--- config.mk ---
export PLATFORM = sky130hd
export DESIGN_NAME = hamming_frame_sequencer
export DESIGN_NICKNAME = d
export VERILOG_FILES = /design/src/rtl/hamming_frame_sequencer.sv
export SDC_FILE = /design/constraint.sdc
export NUM_CORES = 1
export LEC_CHECK = 0
export CAP_MARGIN = 10
export CORE_AREA = 2 2 95 97
export DETAILED_ROUTE_END_ITERATION = 16
export DIE_AREA = 0 0 97 99
export DONT_BUFFER_PORTS = 1
export PLACE_DENSITY = 0.32
export SYNTH_ARGS = -nofsm -noshare
export SYNTH_HDL_FRONTEND = slang
export SYNTH_SLANG_ARGS = --single-unit
--- constraint.sdc ---
create_clock -name clk -period 2.74 [get_ports clk]
set_input_delay 0.411 -clock clk [delete_from_list [all_inputs] [get_ports clk]]
set_output_delay 0.411 -clock clk [all_outputs]
set_load 0.05 [all_outputs]
--- src/rtl/hamming_frame_sequencer.sv ---
// hamming_frame_sequencer
//   Frames a stream of N-bit operand chunks into CC-chunk frames for an external
//   Hamming distance accumulator, captures each frame's final distance, compares
//   it against a threshold and holds the result until it is consumed.
//
// Ports
//   clk                 rising-edge clock
//   rst                 asynchronous reset, active low
//   in_valid/in_ready   upstream chunk handshake
//   x_in, y_in          upstream operand chunks
//   flush               synchronous abort of the partial frame
//   x_acc, y_acc        operands to the accumulator (all-zero when no chunk is accepted)
//   acc_clr             accumulator clear, high for the single CLEAR cycle
//   acc_o               accumulator running sum, including the current chunk
//   thresh              match threshold, sampled when the result is captured
//   res_valid/res_ready downstream result handshake
//   res_dist            captured frame distance
//   res_match           res_dist <= thresh at capture time
module hamming_frame_sequencer #(
  parameter int N  = 50,
  parameter int CC = 32,
  parameter int W  = 11
) (
  input  logic         clk,
  input  logic         rst,
  input  logic         in_valid,
  output logic         in_ready,
  input  logic [N-1:0] x_in,
  input  logic [N-1:0] y_in,
  input  logic         flush,
  output logic [N-1:0] x_acc,
  output logic [N-1:0] y_acc,
  output logic         acc_clr,
  input  logic [W-1:0] acc_o,
  input  logic [W-1:0] thresh,
  output logic         res_valid,
  input  logic         res_ready,
  output logic [W-1:0] res_dist,
  output logic         res_match
);

  localparam int CW = (CC > 1) ? $clog2(CC) : 1;
  localparam logic [CW-1:0] CNT_LAST = CW'(CC - 1);

  typedef enum logic {COLLECT, CLEAR} state_t;

  state_t        state_q, state_d;
  logic [CW-1:0] cnt_q, cnt_d;
  logic          res_valid_q, res_valid_d;
  logic [W-1:0]  res_dist_q, res_dist_d;
  logic          res_match_q, res_match_d;

  logic cnt_last;
  logic stall;
  logic accept;
  logic capture;

  assign cnt_last = (cnt_q == CNT_LAST);
  // The last chunk of a frame may only enter once the previous result has left
  // (or is leaving this cycle), otherwise its capture would overwrite it.
  assign stall    = cnt_last & res_valid_q & ~res_ready;
  // Gated by rst so nothing is offered as accepted while reset is held.
  assign in_ready = rst & (state_q == COLLECT) & ~flush & ~stall;
  assign accept   = in_valid & in_ready;
  assign capture  = accept & cnt_last;

  // Idle cycles feed an all-zero pair, which contributes nothing to the sum.
  assign x_acc    = accept ? x_in : '0;
  assign y_acc    = accept ? y_in : '0;
  assign acc_clr  = (state_q == CLEAR);

  assign res_valid = res_valid_q;
  assign res_dist  = res_dist_q;
  assign res_match = res_match_q;

  always_comb begin
    state_d     = state_q;
    cnt_d       = cnt_q;
    res_valid_d = res_valid_q;
    res_dist_d  = res_dist_q;
    res_match_d = res_match_q;

    if (res_valid_q && res_ready) begin
      res_valid_d = 1'b0;
    end

    case (state_q)
      COLLECT: begin
        if (flush) begin
          cnt_d   = '0;
          state_d = CLEAR;
        end else if (accept) begin
          if (cnt_last) begin
            // acc_o already includes this final chunk.
            res_dist_d  = acc_o;
            res_match_d = (acc_o <= thresh);
            res_valid_d = 1'b1;
            cnt_d       = '0;
            state_d     = CLEAR;
          end else begin
            cnt_d = cnt_q + 1'b1;
          end
        end
      end
      CLEAR: begin
        state_d = COLLECT;
      end
      default: begin
        state_d = COLLECT;
      end
    endcase
  end

  always_ff @(posedge clk or negedge rst) begin
    if (!rst) begin
      state_q     <= COLLECT;
      cnt_q       <= '0;
      res_valid_q <= 1'b0;
      res_dist_q  <= '0;
      res_match_q <= 1'b0;
    end else begin
      state_q     <= state_d;
      cnt_q       <= cnt_d;
      res_valid_q <= res_valid_d;
      res_dist_q  <= res_dist_d;
      res_match_q <= res_match_d;
    end
  end

  logic unused_capture;
  assign unused_capture = capture;

endmodule

==> results_dict.tcl, run 1 <==
set metrics [dict create \
    status "finished clean" \
    asyncSetResetFlopFracSynth_pct 100 \
    max_freq_ghz 0.378 \
    min_period_over_period_pct 96.5 \
    root_buffer "sky130_fd_sc_hd__clkbuf_8" \
    critical-path-top-cell-by-count "sky130_fd_sc_hd__ha_1" \
    core_region_area_sq_um 8550 \
    initial_utilization_pct 21.6 \
    drt_drc_violations_left 0 \
    setup_total_negative_slack_ns 0 \
    diodes 0 \
    grt_antenna_before_repair 1 \
    fraction_of_final_layout_cells_with_drive_strength_greater_than_1_pct 41.1 \
    routedWlPerCell_um 19.6 \
    globalRouteTotalUtil_pct 16.0 \
    synthToLayoutAreaGrowth_pct 120 \
    buffer_ports.inserted 0 \
    total_clock_sinks 19 \
    placementRows 34 \
    synthAdderAreaFrac_pct 8.83 \
    die_y_um 99 \
    pd_cells_nw_per_um2 214 \
    drtIter0Drc 59 \
    synth_enable_flop_cells 0 \
    synth_top_flop_cell "sky130_fd_sc_hd__dfrtp_1" \
    synthesis.area_sq_um 1840 \
    max-clock-path-buffers 2 \
    seq_area_frac_synth_pct 25.8 \
    critical_path_required_ns 2.33 \
    seq_power_share_pct 33.6 \
    num_vias 1837 \
    drt_pass1_iterations 4 \
    synth_top_family_by_area "simple AND/OR/NAND/NOR gates" \
    layout.nets 455 \
    antenna_violating_nets_post_route 0 \
    final-hold-violation-count 0 \
    wl_met3_um 510 \
    final_util_pct 47.5 \
    tritoncts "built" \
    unrepaired_setup_endpoints_after_global_routing "true" \
    power_frac_comb_pct 43.4 \
    layout.cells.most_common_list "sky130_fd_sc_hd__buf_12 (102), sky130_fd_sc_hd__and2_1 (97), sky130_fd_sc_hd__dfrtp_1 (18)" \
    swShare_pct 35.7 \
    final_period_minus_worst_setup_slack_ns 2.64 \
    postCtsSetupRepairBufs 0 \
    min-delay-path-class "in2reg" \
    route.met2.wl_mm 4.34 \
    synthXorXnorAreaFrac_pct 0 \
    critical_path.cell_chain "ha_1 -> and3_1 -> ha_1 -> nand3b_1 -> and3_4 -> buf_4 -> and2_1 -> buf_12" \
    die_x_um 97 \
    first_pass_grt_wire_length_mm 11.8 \
    worst_setup_path_end_kind "output port" \
    worst_slew_pin_slew_ns 0.896 \
    design.die.area_sq_um 9600 \
    grt_max_degree 53 \
    num_cts_buffers 3 \
    synth_cell_type_count 31 \
    simple_gate_area_share_of_the_yosys_netlist_pct 42.1 \
    route.top_layer_used "met4" \
    internal_cell_power_w 0.000558 \
    synth_nets 356 \
    crit_fanout 13 \
    max_slew_margin_pct 40.1 \
    max_cap_violations 0 \
    total_switching_power_w 0.000309 \
    grt_pass1_vias 1747 \
    htree_num_levels 1 \
    average_instance_area_after_synthesis_sq_um 8.53 \
    synth-compound-area-share_pct 7.60 \
    leakagePower_nw 1.83 \
    critPathSlowestCell "sky130_fd_sc_hd__dfrtp_2" \
    cp-start-kind "flop" \
    number_of_pins_with_negative_max_slew_slack_in_the_final_report 0 \
    clock_insertion_delay_worst_skew_ns 0.26 \
    final-setup-viol-count 0 \
    vdd_drop_max_uv 176 \
    total_routed_wire_length_on_the_met1_layer_mm 3.31 \
    critical_path_arrival_ns 2.23 \
    detailedPlacementHpwl_mm 7.08 \
    synth_mux_area_share_pct 8.55 \
    pwr-share-clk_pct 23.0 \
    syn_inst 216 \
    remaining_global_route_overflow 0 \
    count_of_buffering_cells_on_the_critical_path_with_inverters_included 2 \
    yosys_warnings 0 \
    place.gp.congestion 0.799 \
    timing.clock.skew_ns 0.00825 \
    timing_worst_setup_path_type "reg2out" \
    crit_family "simple AND/OR/NAND/NOR gates" \
    cts.reportedPaths.clkPinSlew_ns 0.08 \
    critical_path.max_stage_delay_ns 0.45 \
    boundary_pins 242 \
    finalWirelength_mm 8.26 \
    vias_per_cell 4.35 \
    synth.ff_latch_count 19 \
    most_common_library_cell_in_the_layout_ignoring_fill_and_taps "sky130_fd_sc_hd__buf_12" \
]
## synth_stat cells, drive strengths merged (3+ instances only)
library cell | number | area (sq um)
and2 | 101 | 632
dfrtp | 19 | 475
inv | 14 | 52.6
ha | 13 | 163
mux2 | 11 | 158
clkbuf | 9 | 45.0
nand2 | 6 | 30.0
a21oi | 5 | 25.0
buf | 5 | 33.8
nand4 | 5 | 31.3
nor2 | 5 | 18.8
o21ai | 3 | 15.0
## metal layers
metal | global-route usage, % | up-vias
met2 | 27.5 | 96
met4 | 4.33 | 0
met5 | 0 | -
met3 | 3.26 | 8
li1 | - | 898
met1 | 20.3 | 835
## power groups by stage
stage,Sequential [W],Combinational [W],Clock [W]
2_1_floorplan,0.000300,0.000194,0
3_3_place_gp,0.000296,0.000367,0
3_5_place_dp,0.000296,0.000368,0
4_1_cts,0.000291,0.000376,0.000206
5_1_grt,0.000292,0.000394,0.000222
6_report,0.000292,0.000376,0.000200
## kinds of logic (layout without fill, tap and decap cells)
| logic type | Yosys count | count (layout) |
|---|---|---|
| buf+inv | 28 | 126 |
| fa+ha+maj | 13 | 13 |
| mux | 11 | 11 |
| flops | 19 | 19 |
| simple gates | 125 | 125 |
| compound gates | 20 | 20 |
## worst reg2reg max path: cells and delay by family (launching register included)
kind                     cells  cell delay, ns
AND/OR/NAND/NOR              4            0.72
multiplexers                 1            0.34
adder cells (fa/ha/maj)      2            0.42
buffers and inverters        1            0.22
flip-flops                   1            0.45
## metrics by stage
stage / instance area, sq um / setup slack (ns) / instances / hold slack [ns] / power [W]
2_1_floorplan: 1840 / 0.159 / 216 / 0.115 / 0.000494
3_3_place_gp: 3970 / 0.443 / 416 / 0.116 / 0.000663
3_5_place_dp: 3970 / 0.386 / 416 / 0.116 / 0.000664
4_1_cts: 4030 / 0.0778 / 421 / 0.234 / 0.000873
5_1_grt: 4060 / -0.0304 / 422 / 0.220 / 0.000909
6_report: 4060 / 0.0950 / 422 / 0.237 / 0.000868
## final timing paths
check	startpoint	cells after the start	slack [ns]	to
min in group asynchronous	rst	1	0.72	cnt_q[1]
setup reg to reg	cnt_q[0]	8	0.48	res_dist[0]
max in group asynchronous	rst	1	1.42	cnt_q[0]
hold / removal	res_ready	1	0.24	res_valid
setup / recovery	cnt_q[0]	8	0.1	y_acc[49]
hold reg to reg	cnt_q[4]	1	0.52	cnt_q[4]
## flip-flops by register name, indices dropped and copies added (netlist names)
| name | cells |
|---|---|
| res_valid | 1 |
| res_match | 1 |
| res_dist | 11 |
| cnt_q | 5 |
| acc_clr | 1 |
## cell type report
type                            instances  area [sq um]
Clock buffer                            4          45.0
Fill cell                             776          4490
Inverter                               14          52.6
Multi-Input combinational cell        169          1250
Sequential cell                        19           477
Tap cell                              108           135
Timing Repair Buffer                  108          2110
## what timing repair did
| item | 4_1_cts | 5_1_grt |
|---|---|---|
| setup endpoints to repair | 0 | 60 |
| hold buffers | 1 | 0 |
| hold endpoints to repair | 19 | 0 |
| resized for setup | 0 | 5 |
Note: power is estimated with default switching activity, not from simulation.
==> run 2: changes to the inputs <==
CAP_MARGIN = 30   (was 10)
SETUP_SLACK_MARGIN = 0.05   (was not set)
SLEW_MARGIN = 15   (was not set)
==> results_dict.tcl, run 2 (synthesis results as in run 1) <==
set metrics [dict create \
    htree_num_levels 1 \
    biggestRegsByFlops "res_dist (11), cnt_q (5)" \
    synthToLayoutAreaGrowth_pct 139 \
    design.die.area_sq_um 9600 \
    design_area_sq_um 4410 \
    fillCellCount 756 \
    number_of_pins_with_negative_max_slew_slack_in_the_final_report 0 \
    max-clock-path-buffers 2 \
    num_vias 1965 \
    antenna_violating_nets_post_route 0 \
    most_common_library_cell_in_the_layout_ignoring_fill_and_taps "sky130_fd_sc_hd__buf_12" \
    remaining_global_route_overflow 0 \
    num_cts_buffers 3 \
    clock_insertion_delay_worst_skew_ns 0.26 \
    initial_utilization_pct 21.6 \
    drt_drc_violations_left 0 \
    unrepaired_setup_endpoints_after_global_routing "false" \
    max_freq_ghz 0.385 \
    buffer_ports.inserted 0 \
    critical_path_required_ns 2.33 \
    timing_worst_setup_path_type "reg2out" \
    critical_path_arrival_ns 2.19 \
    min-delay-path-class "in2reg" \
    multi_input_gate_area_sq_um 1380 \
    placement.cell_area_sq_um 3970 \
    cp-start-kind "flop" \
    final_critical_path_setup_slack_ns 0.143 \
    final-hold-violation-count 0 \
    die_x_um 97 \
    min_period_over_period_pct 94.8 \
    root_buffer "sky130_fd_sc_hd__clkbuf_8" \
    worst_setup_path_end_kind "output port" \
    core_region_area_sq_um 8550 \
    detailedPlacementHpwl_mm 7.08 \
    max_slew_margin_pct 62.3 \
    boundary_pins 242 \
    finalWirelength_mm 9.45 \
    place_ws_ns 0.386 \
    vdd_drop_max_uv 176 \
    first_pass_grt_wire_length_mm 11.8 \
    grt_max_degree 53 \
    vias_per_cell 4.48 \
    leakagePower_nw 2.00 \
    layout.cells.most_common_list "sky130_fd_sc_hd__buf_12 (102), sky130_fd_sc_hd__and2_1 (56), sky130_fd_sc_hd__and2_4 (45)" \
    fraction_of_final_layout_cells_with_drive_strength_greater_than_1_pct 56.8 \
    max_flop_register "res_dist" \
    final-setup-viol-count 0 \
    final_period_minus_worst_setup_slack_ns 2.60 \
    layout.nets 472 \
    layout.area.seq_sq_um 477 \
    max_cap_violations 0 \
    routedWlPerCell_um 21.5 \
    worst_slew_pin_slew_ns 0.569 \
    setup_total_negative_slack_ns 0 \
    grt_antenna_before_repair 0 \
    total_clock_sinks 19 \
    crit_fanout 7 \
    diodes 0 \
    die_y_um 99 \
    place.gp.congestion 0.799 \
    grt_pass1_vias 1747 \
    drtIter0Drc 32 \
    pd_cells_nw_per_um2 209 \
    placementRows 34 \
    drt_pass1_iterations 4 \
    cts.reportedPaths.clkPinSlew_ns 0.08 \
    tritoncts "built" \
    timing.clock.skew_ns 0.00789 \
    globalRouteTotalUtil_pct 16.0 \
    largest_register_ffs 11 \
    status "finished clean" \
]
==> run 2: changes by cell type in the layout (fill, tap and decap cells not counted), moves of 2 or more <==
cell	change
sky130_fd_sc_hd__buf_4	+4
sky130_fd_sc_hd__clkbuf_16	+3
sky130_fd_sc_hd__buf_6	+5
sky130_fd_sc_hd__and3_4	+2
sky130_fd_sc_hd__and2_1	-41
sky130_fd_sc_hd__and2_4	+41
sky130_fd_sc_hd__buf_8	+3
==> run 2: layer usage <==
metal  vias up  part of all wire (%)  track usage, %  wire (um)
met5         -                     0               0          0
li1        935                     -               -          -
met3         8                   5.2            3.26        487
met2       100                    53            27.5       5030
met4         0                  0.94            4.33         89
met1       922                    41            20.3       3830
==> run 2: area by class of cell <==
cell class | instances | share of cell area (%)
Clock buffer | 4 | 1.02
Inverter | 14 | 1.19
Multi-Input combinational cell | 171 | 31.4
Sequential cell | 19 | 10.8
Tap cell | 108 | 3.07
Timing Repair Buffer | 123 | 52.5
==> run 2: per-stage QoR <==
step	hold WS, ns	utilization (%)	instances	total power, W
after CTS	0.234	47.1	421	0.000873
after floorplan	0.115	-	216	0.000494
final	0.237	51.5	439	0.000920
after global placement	0.116	46.4	416	0.000663
after global routing	0.220	51.5	439	0.000962
after detailed placement	0.116	46.4	416	0.000664
==> run 2: where the power goes <==
part	internal, W	leakage, nW	switching (W)	total, W
sequential	0.000285	0.262	0.00000591	0.000291
clock	0.000104	0.0228	0.0000961	0.000200
combinational	0.000206	1.72	0.000223	0.000429
==> run 2: path summary, 6_finish.rpt <==
check,startpoint,endpoint,slack [ns],depth (start not counted)
worst max-delay path,cnt_q[0],y_acc[12],0.14,8
worst min-delay path,res_ready,res_valid,0.24,1
worst max register to register,cnt_q[0],res_dist[0],0.38,9
worst min register to register,cnt_q[4],cnt_q[4],0.52,1
max in group asynchronous,rst,res_dist[6],1.82,2
min in group asynchronous,rst,res_dist[9],0.50,1
==> run 2: worst max-delay path, stage by stage (launching register included) <==
cell and delay [ns]:
sky130_fd_sc_hd__dfrtp_2 0.45, sky130_fd_sc_hd__ha_4 0.17, sky130_fd_sc_hd__and3_1 0.17, sky130_fd_sc_hd__ha_1 0.19, sky130_fd_sc_hd__nand3b_1 0.16, sky130_fd_sc_hd__and3_4 0.32
sky130_fd_sc_hd__clkbuf_16 0.18, sky130_fd_sc_hd__and2_4 0.16, sky130_fd_sc_hd__buf_12 0.13
==> run 2: repair_timing <==
item / CTS / global route
resized for setup: 0 / 53
setup endpoints to repair: 0 / 100
hold buffers: 1 / 0
buffers inserted: 0 / 5
endpoints found under the hold margin: 19 / 0
==> run 3: changes to the inputs <==
CAP_MARGIN = not set   (was 30)
clock period = 3.23 ns   (was 2.74 ns; I/O delays follow)
==> results_dict.tcl, run 3 (synthesis results as in run 1) <==
set metrics [dict create \
    reg2regPathDepth 8 \
    biggestRegsByFlops "res_dist (11), cnt_q (5)" \
    max-clock-path-buffers 2 \
    antenna_violating_nets_post_route 0 \
    timing.clock.skew_ns 0.00815 \
    whs_path_depth 1 \
    clock_insertion_delay_worst_skew_ns 0.26 \
    min_period_over_period_pct 91.8 \
    detailedPlacementHpwl_mm 5.81 \
    globalRouteTotalUtil_pct 13.1 \
    grt_max_degree 56 \
    total_clock_sinks 19 \
    initial_utilization_pct 21.6 \
    final_cell_count_no_fill 421 \
    max_cap_violations 0 \
    num_cts_buffers 3 \
    crit-reg2reg-capture "res_dist[9]" \
    multi_input_gate_area_sq_um 1250 \
    max_flop_register "res_dist" \
    cts.reportedPaths.clkPinSlew_ns 0.07 \
    max_freq_ghz 0.337 \
    htree_num_levels 1 \
    die_x_um 97 \
    min-delay-path-class "in2reg" \
    placementRows 34 \
    worst_slew_pin_slew_ns 0.884 \
    vias_per_cell 4.36 \
    critical_path_required_ns 2.75 \
    placement.cell_area_sq_um 2690 \
    crit_fanout 55 \
    max_slew_margin_pct 40.9 \
    place.gp.congestion 0.754 \
    worst-r2r-setup-slack_ns 0.72 \
    layout.area.seq_sq_um 475 \
    core_region_area_sq_um 8550 \
    status "finished clean" \
    unrepaired_setup_endpoints_after_global_routing "false" \
    timing_worst_setup_path_type "reg2out" \
    design_area_sq_um 2760 \
    worst_setup_path_end_kind "output port" \
    vdd_drop_max_uv 127 \
    finalWirelength_mm 7.19 \
    critical_path_arrival_ns 2.48 \
    number_of_pins_with_negative_max_slew_slack_in_the_final_report 0 \
    tritoncts "built" \
    tot_pwr_w 0.000651 \
    grt_pass1_vias 1690 \
    grt_antenna_before_repair 0 \
    layout.cells.most_common_list "sky130_fd_sc_hd__buf_4 (102), sky130_fd_sc_hd__and2_1 (101), sky130_fd_sc_hd__dfrtp_1 (19)" \
    first_pass_grt_wire_length_mm 9.88 \
    largest_register_ffs 11 \
    drtIter0Drc 51 \
    pd_cells_nw_per_um2 236 \
    synthToLayoutAreaGrowth_pct 49.6 \
    die_y_um 99 \
    setup_total_negative_slack_ns 0 \
    remaining_global_route_overflow 0 \
    num_vias 1835 \
    final-hold-violation-count 0 \
    leakagePower_nw 1.52 \
    drt_pass1_iterations 4 \
    fraction_of_final_layout_cells_with_drive_strength_greater_than_1_pct 39.1 \
    final-setup-viol-count 0 \
    root_buffer "sky130_fd_sc_hd__clkbuf_8" \
    timing.rr.start "cnt_q[0]" \
    post-place-cells 413 \
    boundary_pins 242 \
    drt_drc_violations_left 0 \
    final_util_pct 32.3 \
    final_period_minus_worst_setup_slack_ns 2.97 \
    buffer_ports.inserted 0 \
    cp-start-kind "flop" \
    layout.nets 453 \
    holdPathEnd "res_valid" \
    timing.hold.worst.start "res_ready" \
    routedWlPerCell_um 17.1 \
    design.die.area_sq_um 9600 \
    fillCellCount 896 \
    most_common_library_cell_in_the_layout_ignoring_fill_and_taps "sky130_fd_sc_hd__buf_4" \
]
==> run 3: metrics by stage <==
step           hold slack, ns  setup WS (ns)
2_1_floorplan           0.189          0.576
3_3_place_gp            0.189          0.442
3_5_place_dp            0.189          0.376
4_1_cts                 0.314         0.0845
5_1_grt                 0.317         0.0970
6_report                0.319          0.264
==> run 3: worst max-delay path by stage <==
stage | start | endpoint | slack (ns) | depth (start not counted)
CTS | cnt_q[0] | x_acc[3] | 0.08 | 8
floorplan | cnt_q[0] | x_acc[0] | 0.58 | 9
global placement | cnt_q[0] | y_acc[49] | 0.44 | 8
detailed placement | cnt_q[0] | x_acc[3] | 0.38 | 8
global route | cnt_q[0] | x_acc[3] | 0.1 | 8
finish | cnt_q[0] | x_acc[7] | 0.26 | 8
==> run 3: timing repair <==
| action | 4_1_cts | 5_1_grt |
|---|---|---|
| gates resized for setup | 0 | 0 |
| hold endpoints to repair | 19 | 0 |
| endpoints found under the setup margin | 0 | 56 |
| hold buffers | 1 | 0 |
| setup buffers | 0 | 0 |
==> run 3: per-layer routing <==
| metal | GRT usage (%) | vias to the layer above | routed length [um] |
|---|---|---|---|
| met5 | 0 | - | 0 |
| met4 | 3.90 | 0 | 73 |
| met3 | 3.48 | 6 | 615 |
| met2 | 22.1 | 103 | 3690 |
| met1 | 16.4 | 833 | 2810 |
| li1 | - | 893 | - |
==> run 3: power breakdown <==
| group | leakage, nW | total [W] | internal [W] | switching (W) |
|---|---|---|---|---|
| registers | 0.263 | 0.000247 | 0.000242 | 0.00000501 |
| clock network | 0.0228 | 0.000172 | 0.0000878 | 0.0000837 |
| logic | 1.24 | 0.000232 | 0.0000729 | 0.000160 |
| total | 1.52 | 0.000651 | 0.000402 | 0.000248 |
==> run 3: worst max-delay path, cell delays in order, from the launching register on <==
cell                       delay [ns]
sky130_fd_sc_hd__dfrtp_1         0.43
sky130_fd_sc_hd__ha_1            0.24
sky130_fd_sc_hd__and3_1          0.19
sky130_fd_sc_hd__ha_1            0.29
sky130_fd_sc_hd__nand3b_1        0.20
sky130_fd_sc_hd__and3_4          0.30
sky130_fd_sc_hd__buf_12          0.21
sky130_fd_sc_hd__and2_1          0.16
sky130_fd_sc_hd__buf_4           0.20
==> run 3: cell type report <==
class                   instances  share of cell area [%]
clock buffers                   4                    1.63
flip-flops and latches         19                    17.2
inverters                      14                    1.91
repair buffers                104                    28.9
diodes                          1                  0.0907
well taps                     108                    4.90
multi-input cells             171                    45.4
